[config.mk]
export PLATFORM = sky130hd
export DESIGN_NAME = div_sequencer
export DESIGN_NICKNAME = d
export VERILOG_FILES = /design/src/rtl/div_sequencer.sv
export SDC_FILE = /design/constraint.sdc
export NUM_CORES = 1
export LEC_CHECK = 0
export CORE_ASPECT_RATIO = 0.6
export CORE_MARGIN = 2
export CORE_UTILIZATION = 60
export DETAILED_ROUTE_END_ITERATION = 10
export GPL_TIMING_DRIVEN = 0
export PLACE_DENSITY_LB_ADDON = 0.05
export SLEW_MARGIN = 0
export SYNTH_ARGS = -nofsm -noshare
export SYNTH_HDL_FRONTEND = slang
export SYNTH_SLANG_ARGS = --single-unit
[constraint.sdc]
create_clock -name clk_i -period 7.7 [get_ports clk_i]
set_input_delay 0.77 -clock clk_i [delete_from_list [all_inputs] [get_ports clk_i]]
set_output_delay 0.77 -clock clk_i [all_outputs]
set_load 0.005 [all_outputs]
[src/rtl/div_sequencer.sv]
// Iterative 32-bit divider for the RV32M DIV/DIVU/REM/REMU group.
// One restoring quotient bit per cycle; divide-by-zero and signed overflow can exit early.
module div_sequencer #(
   parameter bit EARLY_OUT = 1'b1
) (
   input  logic        clk_i,
   input  logic        rst_ni,
   input  logic        start_i,
   input  logic [4:0]  op_i,
   input  logic [31:0] a_i,
   input  logic [31:0] b_i,
   input  logic        flush_i,
   output logic        busy_o,
   output logic        done_o,
   output logic [31:0] res_o
);

   localparam int unsigned XLEN = 32;
   localparam int unsigned CNTW = 6;
   localparam logic [CNTW-1:0] LAST_CNT = CNTW'(XLEN);
   localparam logic [XLEN-1:0] INT_MIN  = {1'b1, {(XLEN-1){1'b0}}};

   localparam logic [1:0] S_IDLE = 2'd0;
   localparam logic [1:0] S_CALC = 2'd1;
   localparam logic [1:0] S_DONE = 2'd2;

   logic [1:0]      state_q, state_d;
   logic [CNTW-1:0] cnt_q, cnt_d;
   logic            is_rem_q, is_rem_d;
   logic            neg_quo_q, neg_quo_d;
   logic            neg_rem_q, neg_rem_d;
   logic            bzero_q, bzero_d;
   logic            ovf_q, ovf_d;
   logic [XLEN-1:0] a_q, a_d;
   logic [XLEN-1:0] div_q, div_d;
   logic [XLEN-1:0] rem_q, rem_d;
   logic [XLEN-1:0] quo_q, quo_d;
   logic [XLEN-1:0] res_q, res_d;

   logic            valid_op_c;
   logic            accept_c;
   logic            signed_c;
   logic [XLEN-1:0] a_mag_c;
   logic [XLEN-1:0] b_mag_c;
   logic [XLEN:0]   trial_c;
   logic [XLEN:0]   diff_c;
   logic            fits_c;
   logic [XLEN-1:0] quo_fin_c;
   logic [XLEN-1:0] rem_fin_c;
   logic [XLEN-1:0] result_c;
   logic            early_c;

   // Request decode and handshake
   assign valid_op_c = (op_i[4:2] == 3'b101);
   assign accept_c   = start_i && !flush_i && valid_op_c && (state_q != S_CALC);
   assign signed_c   = !op_i[0];
   assign a_mag_c    = (signed_c && a_i[XLEN-1]) ? (~a_i + XLEN'(1)) : a_i;
   assign b_mag_c    = (signed_c && b_i[XLEN-1]) ? (~b_i + XLEN'(1)) : b_i;

   assign busy_o = accept_c || (state_q == S_CALC);
   assign done_o = (state_q == S_DONE) && !flush_i;
   assign res_o  = res_q;

   // One restoring step: shift in the next dividend bit and try the subtract
   assign trial_c = {rem_q, quo_q[XLEN-1]};
   assign diff_c  = trial_c - {1'b0, div_q};
   assign fits_c  = !diff_c[XLEN];

   assign quo_fin_c = neg_quo_q ? (~quo_q + XLEN'(1)) : quo_q;
   assign rem_fin_c = neg_rem_q ? (~rem_q + XLEN'(1)) : rem_q;
   assign early_c   = EARLY_OUT && (bzero_q || ovf_q);

   always_comb begin
      result_c = is_rem_q ? rem_fin_c : quo_fin_c;
      if (bzero_q) begin
         result_c = is_rem_q ? a_q : '1;
      end else if (ovf_q) begin
         result_c = is_rem_q ? '0 : INT_MIN;
      end
   end

   // Next-state and datapath update
   always_comb begin
      state_d   = state_q;
      cnt_d     = cnt_q;
      is_rem_d  = is_rem_q;
      neg_quo_d = neg_quo_q;
      neg_rem_d = neg_rem_q;
      bzero_d   = bzero_q;
      ovf_d     = ovf_q;
      a_d       = a_q;
      div_d     = div_q;
      rem_d     = rem_q;
      quo_d     = quo_q;
      res_d     = res_q;

      if (flush_i) begin
         state_d = S_IDLE;
      end else begin
         case (state_q)
            S_IDLE, S_DONE: begin
               if (accept_c) begin
                  state_d   = S_CALC;
                  cnt_d     = '0;
                  is_rem_d  = op_i[1];
                  neg_quo_d = signed_c && (a_i[XLEN-1] ^ b_i[XLEN-1]);
                  neg_rem_d = signed_c && a_i[XLEN-1];
                  bzero_d   = (b_i == '0);
                  ovf_d     = signed_c && (a_i == INT_MIN) && (b_i == '1);
                  a_d       = a_i;
                  div_d     = b_mag_c;
                  rem_d     = '0;
                  quo_d     = a_mag_c;
               end else begin
                  state_d = S_IDLE;
               end
            end
            S_CALC: begin
               if (early_c || (cnt_q == LAST_CNT)) begin
                  state_d = S_DONE;
                  res_d   = result_c;
               end else begin
                  cnt_d = cnt_q + CNTW'(1);
                  rem_d = fits_c ? diff_c[XLEN-1:0] : trial_c[XLEN-1:0];
                  quo_d = {quo_q[XLEN-2:0], fits_c};
               end
            end
            default: state_d = S_IDLE;
         endcase
      end
   end

   always_ff @(posedge clk_i or negedge rst_ni) begin
      if (!rst_ni) begin
         state_q   <= S_IDLE;
         cnt_q     <= '0;
         is_rem_q  <= 1'b0;
         neg_quo_q <= 1'b0;
         neg_rem_q <= 1'b0;
         bzero_q   <= 1'b0;
         ovf_q     <= 1'b0;
         a_q       <= '0;
         div_q     <= '0;
         rem_q     <= '0;
         quo_q     <= '0;
         res_q     <= '0;
      end else begin
         state_q   <= state_d;
         cnt_q     <= cnt_d;
         is_rem_q  <= is_rem_d;
         neg_quo_q <= neg_quo_d;
         neg_rem_q <= neg_rem_d;
         bzero_q   <= bzero_d;
         ovf_q     <= ovf_d;
         a_q       <= a_d;
         div_q     <= div_d;
         rem_q     <= rem_d;
         quo_q     <= quo_d;
         res_q     <= res_d;
      end
   end

endmodule

==> results of run 1 <==
power by group through the flow:
stage          combinational [W]  sequential (W)  clock, W
5_1_grt                  0.00244         0.00143  0.000884
3_3_place_gp             0.00209         0.00140         0
2_1_floorplan            0.00152         0.00128         0
3_5_place_dp             0.00213         0.00141         0
4_1_cts                  0.00215         0.00139  0.000844
6_report                 0.00224         0.00143  0.000845
metal layers:
metal / track usage (%) / part of all wire (%) / vias to the layer above
li1: - / - / 5616
met1: 65.3 / 45 / 6019
met2: 49.9 / 36 / 849
met3: 19.4 / 18 / 59
met4: 8.78 / 1.7 / 0
met5: 0 / 0 / -
synth_stat cells (5+ instances only):
library cell and count:
ha_1 39, clkbuf_1 83, o31ai_1 31, o41ai_1 14, or3_1 16, nor2b_1 13
nor4_1 7, o21ai_0 167, o21ai_1 5, nor3_1 16, a21o_1 8, a21oi_1 100
nand3_1 55, a41oi_1 5, and3_1 6, inv_1 54, nand4_1 17, a31oi_1 8
nand2_1 273, nand2b_1 20, o311ai_0 20, xnor2_1 60, o21a_1 8, o21bai_1 6
or4_1 12, dfrtp_1 173, o211ai_1 19, a21boi_0 5, buf_1 6, nor2_1 98
o22ai_1 15, a32oi_1 11, xor2_1 88, a211oi_1 5
critical path, cell delays in order (launching register included):
cell,delay (ns)
dfrtp_1,0.40
clkbuf_1,0.22
nor2_1,0.88
o41ai_1,0.31
nor3_1,1.08
nor2_1,0.31
clkbuf_1,0.42
clkbuf_1,0.40
a32oi_1,0.29
o31ai_1,0.14
layout make-up:
class                      count  area [µm²]  area share (%)
multi-input combinational   1194        7140            51.0
sequential                   173        4330            30.9
timing repair buffer         107        1090            7.81
clock buffer                  21         450            3.22
tap                          273         342            2.44
buffer                        90         339            2.42
inverter                      55         206            1.47
clock inverter                11         108           0.768
registers in the layout (all words and copies together), names as in the netlist:
| name | cells |
|---|---|
| a_q | 32 |
| bzero_q | 1 |
| cnt_q | 6 |
| div_q | 32 |
| is_rem_q | 1 |
| neg_quo_q | 1 |
| neg_rem_q | 1 |
| ovf_q | 1 |
| quo_q | 32 |
| rem_q | 32 |
| res_o | 32 |
| state_q | 2 |
logic make-up after synthesis:
logic type | Yosys count | synth area share (%)
AND/OR/NAND/NOR | 556 | 21.2
adder cells (fa/ha/maj) | 40 | 4.23
AO/OA/AOI/OAI | 449 | 23.1
multiplexers | 1 | 0.0833
XOR/XNOR | 148 | 10.8
flip-flops | 173 | 36.0
buffers and inverters | 145 | 4.54
per-stage QoR:
step           utilization, %  hold WS (ns)  total power [W]
2_1_floorplan               -         0.433          0.00281
3_3_place_gp             67.7         0.454          0.00349
3_5_place_dp             67.8         0.458          0.00354
4_1_cts                  70.7         0.358          0.00439
5_1_grt                  70.7         0.380          0.00476
6_report                 70.7         0.308          0.00451
worst max-delay path by stage:
stage / to / slack (ns) / cells after the start
4_1_cts: rem_q[31] / 3.51 / 12
5_1_grt: rem_q[26] / 3.08 / 12
3_3_place_gp: res_o[17] / -1.27 / 1
6_report: rem_q[27] / 3.08 / 9
3_5_place_dp: rem_q[31] / 3.58 / 12
2_1_floorplan: quo_q[29] / 4.66 / 9
==> qor.yml, run 1 <==
outcome: "completed"
die-width_um: 187
layout.nets: 1751
power.density_mw_per_mm2: 322
fmax_ghz: 0.216
skew_ns: 0.0118
ys_ff_latch: 173
period_minus_slack_ns: 4.62
coreArea_mm2: 0.0198
cp-start-kind: "flop"
hpwl_mm: 34.0
clockBufferDepth: 2
grt_usage_pct: 41.6
period_share_pct: 60.0
synth_area_leader_cell: "dfrtp_1"
post-route-drc-count: 0
synth_area_mm2: 0.0120
pwr-share-comb_pct: 49.7
syn_nets: 1625
post-place-ws_ns: 3.58
final-hold-violation-count: 0
dieHeight_um: 114
cp-end-kind: "flop"
port_buffers: 106
synth.yosys.warnings: 0
ys_seq_area_share_pct: 36.0
num-fill-cells: 1649
insertion_delay_ns: 0.44
syn_to_final_growth_pct: 16.6
async_flop_share_pct: 100
place_inst: 1892
cts_tree: "built"
power_frac_seq_pct: 31.6
grt_pass1_vias: 11200
syn_inst: 1512
firstDrtPassIters: 6
fin_ws_ns: 3.08
worst-endpoint-arrival_ns: 4.90
core.rowCount: 40
hp-class: "in2async"
r2r_start: "ovf_q"
drtIter0Drc: 1597
synth_cell_types: 62
place_area_mm2: 0.0134
grt_overflow: 0
layout.cells.non_filler: 1924
final-max-slew-violation-count: 0
num_antenna_cells: 0
setup_viol: 0
wl_mm: 43.7
slew_headroom_pct: 11.2
drive_above_1_share_pct: 3.03
timing.rr.end: "rem_q[27]"
final_common_cell: "nand2_1"
rsz0062_at_grt: "false"
start_util_pct: 60.6
dieArea_mm2: 0.0212
intPower_w: 0.00238
cts_resized: 0
htree_levels: 4
synth_edf_count: 0
reg2reg_depth: 9
cts_num_sinks: 173
synth_area_leaders: "dfrtp_1, nand2_1, o21ai_0, xor2_1, xnor2_1"
wl_per_cell_um: 22.7
clk_pin_slew_worst_paths_ns: 0.07
viasPerCell: 6.52
grt_pass1_wl_mm: 66.6
antenna_found_initial: 1
ir_drop_mv: 0.193
gp_congestion: 0.999
tns_ns: 0
ant_nets: 0
cts_buffers: 17
avgSynthCellArea_um2: 7.94
clockPowerShare_pct: 18.7
critical_path_class: "reg2reg"
yosysTopAreaCellShare_pct: 36.0
grt_max_degree: 93
final_area_mm2: 0.0140
p_leak_nw: 5.81
root_buffer: "clkbuf_16"
swShare_pct: 47.4
cts_hold_buf: 0
synth_ff_type: "dfrtp_1"
io_pins: 107
cp.required_ns: 7.98
rrSetupSlack_ns: 3.08
critPathMaxFanout: 10
switchingPower_w: 0.00214
final_cell_mix: "nand2_1, dfrtp_1, o21ai_0"
tightest_slew_ns: 1.32
cts_setup_buffers: 0
num_vias: 12500
drv_cap: 0
crit_start: "ovf_q"
No activity file was read; power rests on OpenSTA's default activity.
==> run 2: changes to the inputs <==
--- a/config.mk
+++ b/config.mk
@@ -7,7 +7,7 @@
 export LEC_CHECK = 0
 export CORE_ASPECT_RATIO = 0.6
 export CORE_MARGIN = 2
-export CORE_UTILIZATION = 60
+export CORE_UTILIZATION = 59
 export DETAILED_ROUTE_END_ITERATION = 10
 export GPL_TIMING_DRIVEN = 0
 export PLACE_DENSITY_LB_ADDON = 0.05
==> constraint.sdc (replaced) <==
create_clock -name clk_i -period 4.4 [get_ports clk_i]
set_input_delay 0.44 -clock clk_i [delete_from_list [all_inputs] [get_ports clk_i]]
set_output_delay 0.44 -clock clk_i [all_outputs]
set_load 0.005 [all_outputs]
==> run 2 against run 1 <==
  * Core utilization shrank 0.19 points
  * Final cell count is the same
  * Design area grew 0.49%
  * Register-to-register slack lost 2.9 ns
  * Clock skew grew 0.0023 ns
  * Highest routed layer unchanged
  * Worst setup slack lost 2.9 ns
  * Via count shrank 1.5%
  * Wire length shrank 2.1%
  * The run now ends with negative hold slack left
  * Clock power grew 88%
==> qor.yml, run 2 (synthesis gave the netlist of run 1 again) <==
outcome: "finished, violations left"
violations: "negative hold slack"
dieHeight_um: 115
final_cell_mix: "nand2_1, dfrtp_1, o21ai_0"
insertion_delay_ns: 0.45
skew_ns: 0.0140
cts_tree: "built"
hp-class: "in2async"
finalPower_w: 0.00802
syn_to_final_growth_pct: 17.2
antenna_found_initial: 0
grt_max_degree: 90
cts_buffers: 17
coreArea_mm2: 0.0200
num_antenna_cells: 0
cp-start-kind: "flop"
dieArea_mm2: 0.0216
cts_num_sinks: 173
grt_pass1_vias: 10900
clk_pin_slew_worst_paths_ns: 0.07
drtIter0Drc: 1816
ir_drop_mv: 0.414
place_inst: 1892
start_util_pct: 60.1
cts_hold_buf: 0
tightest_slew_ns: 1.11
gp_congestion: 1.01
final-max-slew-violation-count: 0
die-width_um: 188
port_buffers: 106
io_pins: 107
grt_pass1_wl_mm: 64.9
firstDrtPassIters: 6
critPathMaxFanout: 9
period_share_pct: 95.2
final_common_cell: "nand2_1"
drive_above_1_share_pct: 3.33
ant_nets: 0
critical_path_class: "reg2reg"
wl_per_cell_um: 22.2
final_area_mm2: 0.0141
wl_mm: 42.8
final-hold-violation-count: 3
layout.nets: 1751
cp-end-kind: "flop"
place_area_mm2: 0.0134
power.density_mw_per_mm2: 570
viasPerCell: 6.42
num_vias: 12400
setup_viol: 0
root_buffer: "clkbuf_16"
rsz0062_at_grt: "false"
grt_usage_pct: 40.5
core.rowCount: 40
slew_headroom_pct: 25.4
drv_cap: 0
layout.cells.non_filler: 1924
clockBufferDepth: 2
grt_overflow: 0
hpwl_mm: 33.6
p_leak_nw: 5.83
post-route-drc-count: 0
cts_resized: 0
cp.required_ns: 4.75
fmax_ghz: 0.239
num-fill-cells: 1637
fin_hold_ws_ns: -0.0144
period_minus_slack_ns: 4.19
cts_setup_buffers: 0
htree_levels: 4
worst-endpoint-arrival_ns: 4.54
==> run 2: per-layer routing <==
metal | up-vias | share of wire [%] | global-route usage [%]
li1 | 5612 | - | -
met4 | 0 | 1.4 | 7.93
met1 | 5838 | 45 | 62.8
met5 | - | 0 | 1.81
met2 | 858 | 35 | 48.1
met3 | 47 | 18 | 20.4
==> run 2: through the flow <==
stage	worst slack [ns]	TNS (ns)	util, %	hold WS (ns)
finish	0.211	0	70.5	-0.0144
floorplan	1.45	0	-	0.144
CTS	0.240	0	70.4	0.0202
global route	0.0537	0	70.5	0.0436
global placement	-4.26	-732.61	67.2	0.453
detailed placement	0.298	0	67.3	0.458
==> run 2: worst max-delay path, cell delays in order, from the launching register on <==
cell	delay [ns]
dfrtp_1	0.35
inv_1	0.14
ha_1	0.25
fa_1	0.41
nand2b_1	0.20
a21oi_1	0.25
o2111ai_1	0.26
a21oi_1	0.50
a211oi_1	0.23
o21ai_1	0.38
xor2_2	0.55
nand2_1	0.30
o21ai_0	0.27
==> run 2: power by group <==
group	switching, W	leakage [nW]	internal, W	total (W)
Clock	0.000680	0.287	0.000914	0.00159
Sequential	0.000569	2.25	0.00193	0.00250
Combinational	0.00249	3.29	0.00144	0.00393
Total	0.00374	5.83	0.00428	0.00802
==> run 2: layout make-up <==
type | instances | area (µm²) | share of cell area (%)
plain buffers | 90 | 340 | 2.42
clock buffers | 20 | 447 | 3.17
clock inverters | 12 | 161 | 1.15
inverters | 55 | 206 | 1.47
multi-input cells | 1194 | 7150 | 50.8
flip-flops and latches | 173 | 4330 | 30.8
well taps | 273 | 342 | 2.43
repair buffers | 107 | 1090 | 7.77
==> run 2: worst paths after layout <==
path | startpoint | endpoint | slack (ns) | cells past startpoint
min in group clk_i | res_o[20] | res_o[20] | 0.47 | 2
max in group asynchronous | rst_ni | res_o[9] | 3.51 | 2
min reg2reg | res_o[20] | res_o[20] | 0.47 | 2
max | quo_q[31] | rem_q[17] | 0.21 | 12
min | rst_ni | div_q[14] | -0.01 | 1
max reg2reg | quo_q[31] | rem_q[17] | 0.21 | 12
==> run 3: changes to the inputs <==
--- a/config.mk
+++ b/config.mk
@@ -5,9 +5,11 @@
 export SDC_FILE = /design/constraint.sdc
 export NUM_CORES = 1
 export LEC_CHECK = 0
+export CELL_PAD_IN_SITES_DETAIL_PLACEMENT = 1
+export CELL_PAD_IN_SITES_GLOBAL_PLACEMENT = 2
 export CORE_ASPECT_RATIO = 0.6
 export CORE_MARGIN = 2
-export CORE_UTILIZATION = 59
+export CORE_UTILIZATION = 35
 export DETAILED_ROUTE_END_ITERATION = 10
 export GPL_TIMING_DRIVEN = 0
 export PLACE_DENSITY_LB_ADDON = 0.05
==> run 3 against run 2 <==
  * The run now ends clean
  * Clock skew up 0.0036 ns
  * Core utilization fell by 28 points
  * Non-clock buffer count up 1
  * Sequential power about the same
  * Fmax up 0.26%
  * Power is 1.9% higher
  * Largest power group unchanged
==> qor.yml, run 3 (synthesis gave the netlist of run 1 again) <==
rrSetupSlack_ns: 0.22
final_common_cell: "nand2_1"
insertion_delay_ns: 0.47
power_frac_seq_pct: 30.7
swShare_pct: 48.2
drtIter0Drc: 1155
ir_drop_mv: 0.463
dieHeight_um: 147
cts_setup_buffers: 0
gp_congestion: 0.886
grt_overflow: 0
root_buffer: "clkbuf_16"
hpwl_mm: 41.8
firstDrtPassIters: 5
worst-endpoint-arrival_ns: 4.49
cp-end-kind: "flop"
grt_max_degree: 100
clk_pin_slew_worst_paths_ns: 0.07
place_area_mm2: 0.0137
wl_mm: 52.1
worstPathCellList: "clkbuf_1 > nor2_1 > o41ai_1 > nor3_2 > nor2_1 > clkbuf_1 > clkbuf_1 > a32oi_1 > o31ai_1"
drv_cap: 0
port_buffers: 106
max_stage_delay_ns: 0.96
antenna_found_initial: 0
final_area_mm2: 0.0143
fmax_ghz: 0.239
htree_levels: 4
clockPowerShare_pct: 18.9
period_share_pct: 95.0
final-hold-violation-count: 0
slew_headroom_pct: 19.6
num_vias: 12200
final-max-slew-violation-count: 0
hp-class: "in2async"
start_util_pct: 35.6
cpMostUsedCell: "clkbuf_1"
cp_slowest_cell: "nor2_1"
ant_nets: 0
grt_pass1_vias: 11800
tightest_slew_ns: 1.20
power.density_mw_per_mm2: 571
post-route-drc-count: 0
outcome: "completed"
grt_usage_pct: 29.5
core.rowCount: 52
final_cell_mix: "nand2_1, dfrtp_1, o21ai_0"
io_pins: 107
viasPerCell: 5.77
period_minus_slack_ns: 4.18
switchingPower_w: 0.00394
clockBufferDepth: 2
setup_viol: 0
fin_ws_ns: 0.221
dieArea_mm2: 0.0359
wl_per_cell_um: 24.7
skew_ns: 0.0176
coreArea_mm2: 0.0338
layout.cells.non_filler: 2108
place_inst: 2078
layout.nets: 1752
critPathMaxFanout: 10
intPower_w: 0.00423
die-width_um: 243
critical_path_class: "reg2reg"
tns_ns: 0
p_leak_nw: 5.82
final_util_pct: 42.4
cts_buffers: 17
grt_pass1_wl_mm: 78.1
cts_tree: "built"
cp-start-kind: "flop"
drive_above_1_share_pct: 3.40
rsz0062_at_grt: "false"
pwr-share-comb_pct: 50.4
syn_to_final_growth_pct: 19.1
post-place-ws_ns: -0.169
cts_num_sinks: 173
cp.required_ns: 4.71
-- run 3: per-layer routing --
layer / wire [µm] / vias to the layer above / track usage (%)
met2: 17900 / 468 / 34.6
li1: - / 5609 / -
met3: 5540 / 29 / 8.91
met1: 28200 / 6065 / 49.9
met5: 0 / - / 0
met4: 456 / 0 / 5.31
-- run 3: critical path, delay by kind of cell, from the launching register on --
family / cells / cell delay [ns]
AOI/OAI and AO/OA: 3 / 0.70
buffers and inverters: 3 / 1.09
and+or+nand+nor: 3 / 1.80
DFF: 1 / 0.42
-- run 3: stage by stage --
step | total power [W] | hold slack, ns
2_1_floorplan | 0.00491 | 0.144
3_3_place_gp | 0.00636 | 0.455
3_5_place_dp | 0.00644 | 0.440
4_1_cts | 0.00802 | 0.485
5_1_grt | 0.00869 | 0.504
6_report | 0.00817 | 0.479
-- run 3: path summary, 6_finish.rpt --
kind	from	to	cells past startpoint
worst min register to register	a_q[28]	a_q[28]	2
worst min-delay path	rst_ni	div_q[15]	2
worst max-delay path	ovf_q	rem_q[27]	9
max in group asynchronous	rst_ni	quo_q[14]	3
worst max register to register	ovf_q	rem_q[27]	9
min in group clk_i	a_q[28]	a_q[28]	2
-- run 3: final cells by class --
class	count	area, µm²
flip-flops and latches	173	4330
inverters	55	206
well taps	459	574
clock inverters	9	115
multi-input cells	1194	7190
fillers	4068	19500
clock buffers	19	443
repair buffers	108	1100
plain buffers	90	343
diodes	1	2.50
-- run 3: repair_timing --
action                                  in CTS  in global routing
gates cloned                                 0                  0
endpoints found under the setup margin      25                 39
hold buffers                                 1                  0
gates resized for setup                      2                 12
hold endpoints to repair                    29                  0
-- run 3: power groups by stage --
stage          clock [W]  combinational (W)  sequential [W]
2_1_floorplan          0            0.00267         0.00224
3_5_place_dp           0            0.00393         0.00251
6_report         0.00155            0.00412         0.00251
5_1_grt          0.00164            0.00451         0.00254
3_3_place_gp           0            0.00387         0.00250
4_1_cts          0.00157            0.00397         0.00248
